$ cat src/rtl/uart_rx_fifo_if.sv
// ============================================================================
//  Module      : uart_rx_fifo_if
//  Description : Receiver-side handshake plus host-side FIFO port of the
//                uart_rx_fifo buffer, bundled as one interface.
//  Revision    : 1.0  initial release
// ============================================================================
`default_nettype none

interface uart_rx_fifo_if #(
  parameter int DEPTH_LOG2 = 4
);
  // receiver side
  logic [7:0]          rx_data;
  logic                rx_ready;
  logic                rx_ready_clear;
  // host side
  logic                rd_en;
  logic [7:0]          rd_data;
  logic                empty;
  logic                full;
  logic [DEPTH_LOG2:0] count;
  logic                overrun;
  logic                overrun_clear;

  // master: receiver model plus host consumer driving the buffer
  modport master (
    output rx_data, rx_ready, rd_en, overrun_clear,
    input  rx_ready_clear, rd_data, empty, full, count, overrun
  );

  // slave: the buffer itself
  modport slave (
    input  rx_data, rx_ready, rd_en, overrun_clear,
    output rx_ready_clear, rd_data, empty, full, count, overrun
  );
endinterface

`default_nettype wire

$ cat src/rtl/uart_rx_fifo.sv
// ============================================================================
//  Module      : uart_rx_fifo
//  Description : Captures each byte flagged by the UART receiver's level-style
//                rx_ready exactly once, requests the flag be cleared, and
//                buffers the bytes in a first-word-fall-through FIFO with a
//                sticky overrun flag.
//  Revision    : 1.0  initial release
// ============================================================================
`default_nettype none

module uart_rx_fifo #(
  parameter int DEPTH_LOG2 = 4
) (
  input  logic            sys_clk,
  input  logic            rst_n,
  uart_rx_fifo_if.slave   bus
);

  localparam int unsigned DEPTH = 1 << DEPTH_LOG2;
  localparam logic [DEPTH_LOG2:0] FULL_COUNT = {1'b1, {DEPTH_LOG2{1'b0}}};

  localparam logic [0:0] S_IDLE  = 1'b0;
  localparam logic [0:0] S_CLEAR = 1'b1;

  logic [0:0]            state;
  logic                  rx_ready_clear;
  logic [DEPTH_LOG2-1:0] wr_ptr;
  logic [DEPTH_LOG2-1:0] rd_ptr;
  logic [DEPTH_LOG2:0]   count;
  logic                  overrun;
  logic [7:0]            mem [DEPTH];

  logic                  is_empty;
  logic                  is_full;
  logic                  capture;
  logic                  pop;
  logic                  push;
  logic                  drop;

  assign is_empty = (count == '0);
  assign is_full  = (count == FULL_COUNT);

  // A capture is only ever taken in IDLE, so one rx_ready assertion gives
  // exactly one push or one overrun no matter how long CLEAR lasts.
  assign capture = (state == S_IDLE) && bus.rx_ready;
  assign pop     = bus.rd_en && !is_empty;
  // A full FIFO still accepts when the head leaves in the same cycle.
  assign push    = capture && (!is_full || pop);
  assign drop    = capture && is_full && !pop;

  // Capture FSM: request the clear on capture, hold it until rx_ready drops.
  always_ff @(posedge sys_clk or negedge rst_n) begin
    if (!rst_n) begin
      state          <= S_IDLE;
      rx_ready_clear <= 1'b0;
    end else begin
      case (state)
        S_IDLE: begin
          if (bus.rx_ready) begin
            rx_ready_clear <= 1'b1;
            state          <= S_CLEAR;
          end
        end
        S_CLEAR: begin
          if (!bus.rx_ready) begin
            rx_ready_clear <= 1'b0;
            state          <= S_IDLE;
          end
        end
        default: begin
          rx_ready_clear <= 1'b0;
          state          <= S_IDLE;
        end
      endcase
    end
  end

  // Storage array write; contents deliberately survive reset.
  always_ff @(posedge sys_clk) begin
    if (push) begin
      mem[wr_ptr] <= bus.rx_data;
    end
  end

  // Pointers and occupancy count; pointers wrap naturally at DEPTH.
  always_ff @(posedge sys_clk or negedge rst_n) begin
    if (!rst_n) begin
      wr_ptr <= '0;
      rd_ptr <= '0;
      count  <= '0;
    end else begin
      if (push) begin
        wr_ptr <= wr_ptr + 1'b1;
      end
      if (pop) begin
        rd_ptr <= rd_ptr + 1'b1;
      end
      if (push && !pop) begin
        count <= count + 1'b1;
      end else if (pop && !push) begin
        count <= count - 1'b1;
      end
    end
  end

  // Sticky overrun; a new drop wins over a simultaneous clear.
  always_ff @(posedge sys_clk or negedge rst_n) begin
    if (!rst_n) begin
      overrun <= 1'b0;
    end else if (drop) begin
      overrun <= 1'b1;
    end else if (bus.overrun_clear) begin
      overrun <= 1'b0;
    end
  end

  assign bus.rx_ready_clear = rx_ready_clear;
  assign bus.rd_data        = mem[rd_ptr];
  assign bus.empty          = is_empty;
  assign bus.full           = is_full;
  assign bus.count          = count;
  assign bus.overrun        = overrun;

endmodule

`default_nettype wire

$ cat src/flat_wrapper.sv
// flat-port wrapper written by rule: the top's interface ports become plain ports
module uart_rx_fifo_flat 
#(
  parameter int DEPTH_LOG2 = 4
)
  (sys_clk, rst_n, bus_rx_data, bus_rx_ready, bus_rd_en, bus_overrun_clear, bus_rx_ready_clear, bus_rd_data, bus_empty, bus_full, bus_count, bus_overrun);
  uart_rx_fifo_if #(.DEPTH_LOG2(DEPTH_LOG2)) bus_i ();
  input  logic sys_clk;
  input  logic rst_n;
  input wire logic [$bits(bus_i.rx_data)-1:0] bus_rx_data;
  input wire logic [$bits(bus_i.rx_ready)-1:0] bus_rx_ready;
  input wire logic [$bits(bus_i.rd_en)-1:0] bus_rd_en;
  input wire logic [$bits(bus_i.overrun_clear)-1:0] bus_overrun_clear;
  output wire logic [$bits(bus_i.rx_ready_clear)-1:0] bus_rx_ready_clear;
  output wire logic [$bits(bus_i.rd_data)-1:0] bus_rd_data;
  output wire logic [$bits(bus_i.empty)-1:0] bus_empty;
  output wire logic [$bits(bus_i.full)-1:0] bus_full;
  output wire logic [$bits(bus_i.count)-1:0] bus_count;
  output wire logic [$bits(bus_i.overrun)-1:0] bus_overrun;
  assign bus_i.rx_data = bus_rx_data;
  assign bus_i.rx_ready = bus_rx_ready;
  assign bus_i.rd_en = bus_rd_en;
  assign bus_i.overrun_clear = bus_overrun_clear;
  assign bus_rx_ready_clear = bus_i.rx_ready_clear;
  assign bus_rd_data = bus_i.rd_data;
  assign bus_empty = bus_i.empty;
  assign bus_full = bus_i.full;
  assign bus_count = bus_i.count;
  assign bus_overrun = bus_i.overrun;
  uart_rx_fifo #(.DEPTH_LOG2(DEPTH_LOG2)) u_core (.sys_clk(sys_clk), .rst_n(rst_n), .bus(bus_i));
endmodule
$ cat config.mk
export PLATFORM = sky130hd
export DESIGN_NAME = uart_rx_fifo_flat
export DESIGN_NICKNAME = d
export VERILOG_FILES = /design/src/rtl/uart_rx_fifo_if.sv /design/src/rtl/uart_rx_fifo.sv /design/src/flat_wrapper.sv
export SDC_FILE = /design/constraint.sdc
export NUM_CORES = 1
export LEC_CHECK = 0
export CAP_MARGIN = 20
export CORE_AREA = 2 2 118 120
export CTS_CLUSTER_DIAMETER = 50
export CTS_CLUSTER_SIZE = 10
export DETAILED_ROUTE_END_ITERATION = 7
export DIE_AREA = 0 0 120 122
export GPL_ROUTABILITY_DRIVEN = 0
export MAX_ROUTING_LAYER = met4
export PLACE_DENSITY = 0.71
export SLEW_MARGIN = 0
export SYNTH_ARGS = -nofsm -noshare
export SYNTH_HDL_FRONTEND = slang
export SYNTH_SLANG_ARGS = --single-unit
$ cat constraint.sdc
create_clock -name sys_clk -period 3.7 [get_ports sys_clk]
set_clock_uncertainty 0.15 [all_clocks]
set_input_delay 0.74 -clock sys_clk [delete_from_list [all_inputs] [get_ports sys_clk]]
set_output_delay 0.74 -clock sys_clk [all_outputs]
set_load 0.02 [all_outputs]
* Word-level counts from Yosys, hierarchy flattened
Memory sizes are Yosys's and may differ from the RTL's.
Cells that the tools add are included.
W data, S select, Z words.
** Storage, ports and cells
- Memory bits (writable) :: 128
- Bits in read-only memories :: 0
- Memories :: 1
- Logic and storage cells :: 41
- Register bits after elaboration :: 16
- Output and inout port bits :: 17
- Input port bits :: 13
- Bits in latches :: 0
** Memories
- u_core.mem :: depth 16, width 8, read ports 1, clocked after memory_dff 0, wr ports 1, RTL line uart_rx_fifo.sv:31 : logic [7:0] mem [DEPTH];
** Operators by class
- Bitwise operators :: 1
- Reductions and logical operators :: 16
- $add $sub $neg :: 4
- Multiply operators :: 0
- Divide/modulo/power cells :: 0
- Equality and inequality tests :: 3
- Muxes and demuxes :: 10
- Shifts and indexed selects :: 0
- Order comparisons :: 0
** Operator list (number)
- $mux W5 :: 2
- $add A4 B1 Y4 const B :: 2
- $logic_and A1 B1 Y1 :: 7
- $mux W1 :: 7
- $add A5 B1 Y5 const B :: 1
- $eq A5 B5 Y1 const B :: 1
- $logic_not A5 Y1 :: 1
- $sub A5 B1 Y5 const B :: 1
- $logic_not A1 Y1 :: 4
- $ne A2 B2 Y1 const B :: 2
- $reduce_bool A2 Y1 :: 2
- $pmux W1 S2 :: 1
- $reduce_and A2 Y1 :: 1
- $logic_or A1 B1 Y1 :: 1
- $not A1 Y1 :: 1

* Logic depth before layout (Yosys ltp)
Gate-level depths: netlist of the first run.
- Depth in word-level cells :: 9
- Gate-level depth with buffers :: 11
- Mapped depth without buffers :: 11

* Worst setup path after synthesis of the first run
No wires, ideal clock.
- Kind :: register to register
- Start point :: register u_core.count[0], in the netlist u_core.bus.count[0]
- End point :: register u_core.count[4], in the netlist u_core.bus.count[4]
- Cell stages (with the launch flop) :: 12
- Clock period less this slack :: 2.916 ns
- Data arrival time :: 2.685 ns
- Library setup time :: 0.081 ns
- Setup slack :: 0.784 ns
- Buffers on the path :: 0
- Data required time :: 3.469 ns
- Path through :: dfrtp_1 -> or4_1 -> nor2_2 -> nor2b_2 -> inv_2 -> ha_1 -> inv_1 -> ha_1 -> a21o_1 -> a21oi_1 -> mux2i_1 -> xnor2_1
** On the way
- Word-level cells in the longest chain between the ends :: 8
- Elaborated cells between the ends (all ways) :: 16
- Those cells by class :: add/sub: 2; eq/ne: 1; mux: 2; reduce/logical: 11
** Ends and longest elaborated chain
- start, declared :: RTL line uart_rx_fifo.sv:29 : logic [DEPTH_LOG2:0] count;
- start signal, assigned :: RTL line uart_rx_fifo.sv:99 : count <= count + 1'b1;
- start signal, assigned :: RTL line uart_rx_fifo.sv:101 : count <= count - 1'b1;
- $logic_not A5 Y1 (*) :: RTL line uart_rx_fifo.sv:40 : assign is_empty = (count == '0);
- named net bus_empty :: RTL line flat_wrapper.sv:16 : output wire logic [$bits(bus_i.empty)-1:0] bus_empty;
- $logic_not A1 Y1 (*) :: RTL line uart_rx_fifo.sv:46 : assign pop = bus.rd_en && !is_empty;
- $logic_and A1 B1 Y1 (*) :: RTL line uart_rx_fifo.sv:46
- $logic_or A1 B1 Y1 :: RTL line uart_rx_fifo.sv:48 : assign push = capture && (!is_full || pop);
- $logic_and A1 B1 Y1 :: RTL line uart_rx_fifo.sv:48
- $logic_not A1 Y1 :: RTL line uart_rx_fifo.sv:100 : end else if (pop && !push) begin
- $logic_and A1 B1 Y1 :: RTL line uart_rx_fifo.sv:100
- $reduce_bool A2 Y1 (no source line)
The timed path passes the listed nets; every way through them passes the cells marked *. The select of a mux whose other input is x is not followed.
A chain may end at the register's enable or synchronous reset.

* Worst setup path after layout of the first run
- Start point :: register u_core.rd_ptr[0]
- End point :: output bus_rd_data[4]
** On the way
- Word-level cells in the longest chain between the ends :: 1
** Ends and longest elaborated chain
- start, declared :: RTL line uart_rx_fifo.sv:28 : logic [DEPTH_LOG2-1:0] rd_ptr;
- start signal, assigned :: RTL line uart_rx_fifo.sv:96 : rd_ptr <= rd_ptr + 1'b1;
- $mem_v2 Z16 W8
- end, declared :: RTL line flat_wrapper.sv:15 : output wire logic [$bits(bus_i.rd_data)-1:0] bus_rd_data;
No other way between the ends.

==> flow_summary.json, run 1 <==
{
  "grt_pass1_wl_um": 17000,
  "ys_top_cells_by_area": "edfxtp_1 (65%), dfrtp_1 (6.7%), mux4_2 (6.1%), mux2i_1 (4.4%), ha_1 (2.3%)",
  "utilization_pct": 51.9,
  "critPathLaunchType": "flip-flop",
  "post_synth.cell_area_avg_um2": 17.4,
  "synth_cell_types": 37,
  "initial_core_util_pct": 44.0,
  "netlist_instances": 342,
  "wl_met3_um": 354,
  "io_pins": 30,
  "coreArea_um2": 13500,
  "die_area_um2": 14600,
  "ys_seq_area_share_pct": 71.4,
  "nFillCells": 1050,
  "place_ws_ns": 0.484,
  "synthTopCellsByCount": "edfxtp_1 (128), mux2i_1 (26), nand2_1 (20), o21ai_0 (20), and2_1 (17)",
  "syn-cell-area_um2": 5950,
  "hold_violations": 0,
  "wirelength_met1_um": 5150,
  "ant_nets": 0,
  "status": "completed",
  "post_drt_via_cell_ratio": 5.24,
  "area_growth_pct": 17.8,
  "cts_inserted_buffers": 17,
  "fmax_mhz": 282,
  "relSlewSlack_pct": 51.5,
  "synth_top_area_cell": "edfxtp_1",
  "synth_edf_count": 128,
  "synth_top_cell_area_share_pct": 64.6,
  "yosys_warnings": 0,
  "first_iter_violations": 162,
  "clock-root-buffer": "clkbuf_16",
  "rsz0062_at_grt": "yes",
  "layout_setup_ws_ns": 0.157,
  "powerDensity_nw_per_um2": 785,
  "drt-total-wl_um": 11100,
  "antennaDiodeCount": 0,
  "synth-seq-cells": 144,
  "place_hpwl_um": 7060,
  "die_w_um": 120,
  "fp-row-count": 43,
  "hold_path_depth": 1,
  "worst_pin_slew_ns": 0.725,
  "ir_worst_vdd_mv": 0.353,
  "final-seq-area_um2": 4250,
  "rr_worst_depth": 11,
  "critical_path.max_fanout": 26,
  "wl_met2_um": 5430,
  "cts_tree": "built",
  "period_share_pct": 95.8,
  "htreeDepth": 4,
  "worstSetupPathType": "reg2out",
  "drv_slew": 0,
  "synth_nets": 367,
  "holdBufCountCts": 0,
  "antenna_found_initial": 0,
  "tns_ns": 0,
  "multi_input_area_um2": 1550,
  "async_flop_share_pct": 11.1,
  "maxUsedRoutingLayer": "met4",
  "cp.required_ns": 2.81,
  "leakage_nw": 2.43,
  "track_usage_pct": 16.1,
  "period_minus_slack_ns": 3.54,
  "setup_viol": 0,
  "routedWlPerCell_um": 19.3,
  "finalPower_mw": 5.50,
  "cts.clk_slew.worst_paths_ns": 0.06,
  "io_buffers": 29,
  "cts.sinks": 144,
  "cts.repair.resized": 0,
  "worstHoldPathType": "reg2reg",
  "clockBufferDepth": 2,
  "insertion_delay_ns": 0.42,
  "drc": 0,
  "synth_top_flop_cell": "edfxtp_1",
  "cp.arrival_ns": 2.65,
  "firstDrtPassIters": 5,
  "vias": 3010,
  "cap_viol_max_count": 0,
  "synth.most_common_cell": "edfxtp_1",
  "grt_pass1_vias": 3035,
  "cts_setup_buffers": 0,
  "overflow": 0,
  "die_y_um": 122,
  "grt_max_degree": 52,
  "worstSetupEndpointType": "output pin",
  "drive_gt1_share_pct": 15.2,
  "nets": 406,
  "hold-worst-slack_ns": 0.337
}
[metal layers]
layer	track usage (%)	up-vias
li1	-	1412
met1	20.8	1524
met2	24.9	62
met3	4.40	12
met4	5.44	0
met5	-	-
[per-stage QoR]
stage / cells / area [µm²]
finish: 574 / 7010
detailed placement: 541 / 6400
global placement: 541 / 6400
global route: 574 / 7010
CTS: 573 / 6970
floorplan: 342 / 5950
[report_power, final]
part | internal [mW] | total (mW) | switching, mW | leakage (nW)
registers | 1.92 | 2.07 | 0.142 | 1.34
logic | 0.825 | 1.80 | 0.972 | 0.813
clock network | 0.984 | 1.63 | 0.649 | 0.270
[critical path, cell delays in order (launching register included)]
cell and delay, ns:
dfrtp_2 0.44, buf_16 0.22, mux2_1 0.38, o21ai_0 0.20, a21oi_1 0.10, o21ai_0 0.22
nand2_1 0.10, clkdlybuf4s50_1 0.55
[flip-flops by register name, summed over array words and instances, names as in the netlist]
signal,count
u_core.wr_ptr,4
u_core.bus.overrun,1
u_core.state,1
u_core.mem,128
u_core.bus.rx_ready_clear,1
u_core.rd_ptr,4
u_core.bus.count,5
[placed cells by master (no fill, tap or decap), types with 2 or more instances in the layout]
master,n
inv_1,10
edfxtp_1,128
clkinv_4,2
buf_4,3
clkinv_1,4
bufinv_16,2
and2_1,17
ha_1,11
clkinvlp_4,3
mux4_2,16
o21ai_0,20
clkbuf_16,18
nor2b_2,2
xnor2_1,9
nor3b_1,2
a221oi_1,8
a22oi_1,8
mux2_1,7
inv_6,2
nand2_1,20
dfrtp_1,15
clkinv_2,2
nor2_1,2
a21oi_1,10
mux2i_1,26
clkdlybuf4s50_1,29
[path summary, 6_finish.rpt]
| kind | start | to | slack, ns |
|---|---|---|---|
| worst max-delay path | u_core.rd_ptr[0]$_DFFE_PN0N_ | bus_rd_data[4] | 0.16 |
| worst min-delay path | u_core.state$_DFF_PN0_ | u_core.bus.rx_ready_clear$_DFFE_PN0P_ | 0.34 |
| worst max register to register | u_core.bus.count[1]$_DFFE_PN0P_ | u_core.bus.count[4]$_DFFE_PN0P_ | 0.84 |
| worst min register to register | u_core.state$_DFF_PN0_ | u_core.bus.rx_ready_clear$_DFFE_PN0P_ | 0.34 |
| max in group asynchronous | rst_n | u_core.rd_ptr[0]$_DFFE_PN0N_ | 2.29 |
| min in group asynchronous | rst_n | u_core.bus.count[1]$_DFFE_PN0P_ | 0.61 |
[final cells by class]
| type | instances | share of cell area (%) |
|---|---|---|
| Timing Repair Buffer | 34 | 5.22 |
| Tap cell | 180 | 3.21 |
| Clock inverter | 15 | 2.04 |
| Sequential cell | 144 | 60.6 |
| Multi-Input combinational cell | 172 | 22.2 |
| Inverter | 12 | 0.679 |
| Clock buffer | 17 | 6.07 |
[cell families (layout without fill, tap and decap cells)]
family                     after synthesis  after routing  synth area share (%)
AOI/OAI and AO/OA                       49             49                  5.26
muxes                                   50             50                  12.0
xor gates and xnor gates                10             10                  1.47
adders and majority gates               12             12                  2.65
DFF                                    144            144                  71.4
buffers and inverters                   26             78                  2.53
and+or+nand+nor                         51             51                  4.76
Power figures use the tool's default switching activity.
==> run 2, diff against run 1 <==
- DONT_BUFFER_PORTS: unset -> 1
- GPL_TIMING_DRIVEN: unset -> 0
- PLACE_DENSITY: 0.71 -> 0.68
==> run 2 against run 1 <==
Compared with the run above:
- maximum frequency is 12% higher
- non-clock buffer count is 19 lower
- critical path type unchanged
- total power is 3.9% lower
- final area is 3.4% lower
- via count is 1.2% lower
- sequential share of layout area is 2.1 points higher
- hold slack worse by 0.13 ns
- critical path depth is 1 lower
- flip-flop and latch count stayed put
- worst setup slack better by 0.39 ns
- register-to-register slack worse by 0.29 ns
- die area stayed put
==> flow_summary.json, run 2 (synthesis gave the netlist of run 1 again) <==
{
  "status": "completed",
  "cts.clk_slew.worst_paths_ns": 0.06,
  "period_minus_slack_ns": 3.16,
  "leakage_nw": 2.35,
  "ant_nets": 0,
  "antennaDiodeCount": 0,
  "grt_util_met2_pct": 26.1,
  "grt.busiest_layer": "met2",
  "nFillCells": 1079,
  "grt_pass1_wl_um": 17300,
  "worst_pin_slew_ns": 0.710,
  "firstDrtPassIters": 4,
  "ir_worst_vdd_mv": 0.427,
  "detailed_place.area_um2": 6170,
  "initial_core_util_pct": 44.0,
  "multi_input_area_um2": 1550,
  "cts.sinks": 144,
  "insertion_delay_ns": 0.41,
  "final_common_cell": "edfxtp_1",
  "routedWlPerCell_um": 20.0,
  "fmax_mhz": 317,
  "largest_register_ffs": 128,
  "place_hpwl_um": 7390,
  "period_share_pct": 85.3,
  "htreeDepth": 4,
  "powerDensity_nw_per_um2": 781,
  "stdcell_area_um2": 6770,
  "cap_viol_max_count": 0,
  "vias": 2974,
  "rr_endpoint": "u_core.bus.count[4]$_DFFE_PN0P_",
  "grt_max_degree": 17,
  "drive_gt1_share_pct": 17.3,
  "tns_ns": 0,
  "cts_tree": "built",
  "met1_usage_pct": 20.8,
  "startpoint": "u_core.rd_ptr[2]$_DFFE_PN0N_",
  "rsz0062_at_grt": "no",
  "fp-row-count": 43,
  "drv_slew": 0,
  "worstSetupEndpointType": "output pin",
  "critical_path.max_fanout": 10,
  "drt-total-wl_um": 11100,
  "hold_violations": 0,
  "rr_startpoint": "u_core.bus.count[0]$_DFFE_PN0P_",
  "drc": 0,
  "cts_inserted_buffers": 17,
  "coreArea_um2": 13500,
  "antenna_found_initial": 0,
  "overflow": 0,
  "cp.arrival_ns": 2.27,
  "cts.repair.resized": 0,
  "track_usage_pct": 16.9,
  "cp.required_ns": 2.81,
  "clockBufferDepth": 2,
  "die_y_um": 122,
  "hold_path_depth": 0,
  "grt_pass1_vias": 3016,
  "io_pins": 30,
  "mostFrequentLayoutCells": "edfxtp_1 (128), mux2i_1 (26), nand2_1 (20), o21ai_0 (20)",
  "area_growth_pct": 13.8,
  "worstSetupPathType": "reg2out",
  "top_regs": "u_core.mem (128), u_core.bus.count (5)",
  "grtUsageMet3_pct": 5.29,
  "clock-root-buffer": "clkbuf_16",
  "post_drt_via_cell_ratio": 5.36,
  "die_area_um2": 14600,
  "first_iter_violations": 206,
  "nets": 387,
  "rr_worst_depth": 11,
  "die_w_um": 120,
  "io_buffers": 0,
  "ff2ff_setup_slack_ns": 0.55,
  "final-seq-area_um2": 4240,
  "relSlewSlack_pct": 52.5,
  "crit_path_end": "bus_rd_data[3]",
  "top_register": "u_core.mem",
  "critPathLaunchType": "flip-flop",
  "setup_viol": 0,
  "worstHoldPathType": "in2reg"
}
## run 2: power by group
part	switching, mW	internal (mW)	leakage [nW]
clock network	0.660	1.00	0.277
registers	0.157	1.92	1.35
logic	0.923	0.620	0.723
## run 2: cell type report
class / instances / area share, %
inverter: 12 / 0.703
clock inverter: 14 / 2.29
tap: 180 / 3.33
timing repair buffer: 1 / 0.148
sequential: 144 / 62.7
multi-input combinational: 172 / 22.9
clock buffer: 18 / 6.34
buffer: 14 / 1.52
## run 2: worst max-delay path, stage by stage (launching register included)
cell      delay, ns
dfrtp_1        0.36
clkbuf_1       0.40
nand2_1        0.33
o21ai_0        0.26
a21oi_1        0.10
o21ai_0        0.20
nand2_1        0.20
## run 2: worst min path at each step
| stage | startpoint | end | slack [ns] |
|---|---|---|---|
| finish | bus_rx_ready | u_core.state$_DFF_PN0_ | 0.20 |
| global route | bus_rx_ready | u_core.state$_DFF_PN0_ | 0.19 |
| CTS | bus_rx_ready | u_core.state$_DFF_PN0_ | 0.19 |
| detailed placement | rst_n | u_core.bus.count[3]$_DFFE_PN0P_ | 0.29 |
| global placement | rst_n | u_core.bus.count[0]$_DFFE_PN0P_ | 0.29 |
| floorplan | rst_n | u_core.bus.count[0]$_DFFE_PN0P_ | 0.29 |
## run 2: layer usage
layer | share of wire (%) | vias to the layer above | routed length, µm
met3 | 4.5 | 14 | 502
met4 | 2.1 | 0 | 230
met1 | 44 | 1517 | 4840
met5 | 0 | - | 0
met2 | 50 | 79 | 5540
li1 | - | 1364 | -
## run 2: what timing repair did
item | 4_1_cts | 5_1_grt
hold buffers | 1 | 0
buffers inserted | 0 | 0
hold endpoints to repair | 16 | 0
## run 2: metrics by stage
stage	util (%)	setup WS (ns)	std cells	power (mW)	hold WS [ns]
after global placement	45.7	0.579	522	3.62	0.295
after CTS	50.1	0.520	555	5.33	0.187
after detailed placement	45.7	0.539	522	3.65	0.295
final	50.1	0.544	555	5.28	0.205
after floorplan	-	0.784	342	3.28	0.285
after global routing	50.1	0.305	555	5.53	0.187
==> run 3, diff against run 2 <==
- ABC_AREA: unset -> 1
- CORE_AREA: 2 2 118 120 -> 2 2 123 125
- DIE_AREA: 0 0 120 122 -> 0 0 125 127
==> run 3 against run 2 <==
Compared with the run above:
- clock-buffer cell count grew 5
- final cell count grew 57%
- maximum frequency grew 6.8%
- hold slack lost 0.0052 ns
- final area grew 8.0%
- die area grew 8.4%
- clock power is essentially flat
- synthesized area grew 8.5%
- wire length grew 23%
- utilization grew 0.57 points
- largest power group unchanged
- highest routed layer unchanged
- flip-flop and latch count is the same
- worst setup slack gained 0.20 ns
==> flow_summary.json, run 3 <==
{
  "period_minus_slack_ns": 2.95,
  "synth_xor_area_share_pct": 0.951,
  "synth.most_common_cell": "nand2_1",
  "synth.area.mux_share_pct": 0,
  "setup_viol": 0,
  "relSlewSlack_pct": 25.9,
  "cp_top_family": "simple AND/OR/NAND/NOR gates",
  "mostFrequentLayoutCells": "nand2_1 (238), edfxtp_1 (128), inv_1 (70), nand3_1 (60), nor2_1 (54)",
  "die_y_um": 127,
  "ir_worst_vdd_mv": 0.419,
  "cpMaxStageDelayCell": "dfrtp_1",
  "coreArea_um2": 14400,
  "cts_inserted_buffers": 17,
  "rsz0062_at_grt": "no",
  "fmax_mhz": 338,
  "finalPower_mw": 5.56,
  "nets": 699,
  "grt_pass1_vias": 4311,
  "firstDrtPassIters": 5,
  "overflow": 0,
  "clockBufferDepth": 2,
  "synth_top_family_by_area": "simple AND/OR/NAND/NOR gates",
  "period_share_pct": 79.9,
  "grt_max_degree": 17,
  "worstSetupPathType": "reg2out",
  "routedWlPerCell_um": 15.7,
  "synth_top_area_cell": "edfxtp_1",
  "vias": 4384,
  "status": "completed",
  "max_stage_delay_ns": 0.38,
  "synth_edf_count": 128,
  "path_cells": "buf_2 > inv_2 > buf_2 > nand2_1 > nand3_1 > nand2_1 > nor2_1 > nand2_1 > nand2_1",
  "io_buffers": 0,
  "top_register": "u_core.mem",
  "drv_slew": 0,
  "cp.arrival_ns": 2.06,
  "final_common_cell": "nand2_1",
  "crit_buf_inv": 3,
  "top_regs": "u_core.mem (128), u_core.bus.count (5)",
  "leakage_nw": 3.13,
  "die_w_um": 125,
  "ant_nets": 0,
  "synth_fa_ha_area_share_pct": 2.44,
  "track_usage_pct": 18.8,
  "initial_core_util_pct": 44.7,
  "worst_pin_slew_ns": 1.10,
  "insertion_delay_ns": 0.41,
  "synth-seq-cells": 144,
  "cts_setup_buffers": 0,
  "synth_cell_types": 25,
  "critical_path.max_fanout": 10,
  "critPathLaunchType": "flip-flop",
  "area_growth_pct": 13.3,
  "cap_viol_max_count": 0,
  "die_area_um2": 15900,
  "fp-row-count": 44,
  "layout_setup_ws_ns": 0.745,
  "synthSimpleGateAreaFrac_pct": 23.7,
  "synth_top_cell_area_share_pct": 59.6,
  "antennaDiodeCount": 0,
  "synth_compound_area_share_pct": 0.543,
  "clock-root-buffer": "clkbuf_16",
  "io_pins": 30,
  "worstSetupEndpointType": "output pin",
  "cts_tree": "built",
  "cts.clk_slew.worst_paths_ns": 0.05,
  "drive_gt1_share_pct": 8.75,
  "cp.required_ns": 2.81,
  "post_synth.cell_area_avg_um2": 10.0,
  "netlist_instances": 644,
  "antenna_found_initial": 0,
  "async_flop_share_pct": 11.1,
  "htreeDepth": 4,
  "post_drt_via_cell_ratio": 5.04,
  "powerDensity_nw_per_um2": 760,
  "critPathMostFrequentCell": "nand2_1",
  "worstHoldPathType": "in2reg",
  "drc": 0,
  "ys_seq_area_share_pct": 65.8,
  "yosys_warnings": 0,
  "synthTopCellsByCount": "nand2_1 (238), edfxtp_1 (128), inv_1 (70)",
  "drt-total-wl_um": 13700,
  "largest_register_ffs": 128,
  "place_hpwl_um": 9650,
  "first_iter_violations": 415,
  "hold_violations": 0,
  "grt_pass1_wl_um": 22100,
  "ys_top_cells_by_area": "edfxtp_1 (60%), nand2_1 (14%), dfrtp_1 (6.2%), nand3_1 (4.7%), inv_1 (4.1%)",
  "synth_top_flop_cell": "edfxtp_1",
  "cts.sinks": 144,
  "place_ws_ns": 0.849,
  "tns_ns": 0,
  "synth_nets": 669,
  "syn-cell-area_um2": 6450
}
==> run 3: logic make-up (layout without fill, tap and decap cells) <==
family	count (synthesis)	count (layout)
AOI/OAI and AO/OA	7	7
xor gates and xnor gates	7	7
adders and majority gates	12	12
buffers and inverters	100	142
DFF	144	144
and+or+nand+nor	374	374
==> run 3: per-layer routing <==
metal  up-vias  wire [µm]  GRT usage, %
li1       2137          -             -
met1      2073       5980          23.7
met2       152       6590          29.2
met3        22        901          5.23
met4         0        196          7.32
met5         -          0             -
==> run 3: report_power, final <==
group	internal (mW)	switching, mW	leakage (nW)
clock network	1.05	0.600	0.276
registers	1.90	0.133	1.35
logic	0.549	1.32	1.50
==> run 3: final cells by class <==
class | instances | area (µm²)
timing repair buffer | 11 | 67.6
inverter | 75 | 282
sequential | 144 | 4240
tap | 184 | 230
clock inverter | 8 | 114
buffer | 25 | 143
multi-input combinational | 400 | 1780
clock buffer | 23 | 448
fill | 1291 | 7120
==> run 3: per-stage QoR <==
step	util (%)	cells	cell area, µm²	hold slack (ns)
2_1_floorplan	-	644	6450	0.285
3_3_place_gp	46.3	828	6680	0.295
6_report	50.7	870	7310	0.200
3_5_place_dp	46.6	836	6720	0.295
4_1_cts	50.6	868	7300	0.184
5_1_grt	50.7	870	7310	0.182
==> run 3: worst reg2reg max path: stages, from the launching register on <==
cell     delay (ns)
dfrtp_1        0.49
nor2_1         0.26
nand4_2        0.21
nand2_1        0.14
buf_2          0.22
inv_1          0.07
ha_1           0.28
inv_1          0.15
ha_1           0.30
nand2_1        0.10
nand2_1        0.06
inv_1          0.05
nand2_1        0.04
nand2_1        0.05
nand2_1        0.04
nand2_1        0.05
nand2_1        0.04
==> run 3: timing repair <==
action | CTS | global route
endpoints found under the hold margin | 16 | 0
setup endpoints to repair | 0 | 0
resized for setup | 0 | 0
hold buffers | 1 | 0
==> run 3: worst paths after layout <==
path	depth (start not counted)	to	slack, ns	from
max	9	bus_rd_data[4]	0.75	u_core.rd_ptr[0]$_DFFE_PN0N_
min	0	u_core.state$_DFF_PN0_	0.20	bus_rx_ready
max reg2reg	16	u_core.bus.count[4]$_DFFE_PN0P_	0.89	u_core.bus.count[2]$_DFFE_PN0P_
min reg2reg	1	u_core.bus.rx_ready_clear$_DFFE_PN0P_	0.33	u_core.state$_DFF_PN0_
max in group asynchronous	1	u_core.wr_ptr[2]$_DFFE_PN0P_	2.26	rst_n
min in group asynchronous	1	u_core.state$_DFF_PN0_	0.68	rst_n
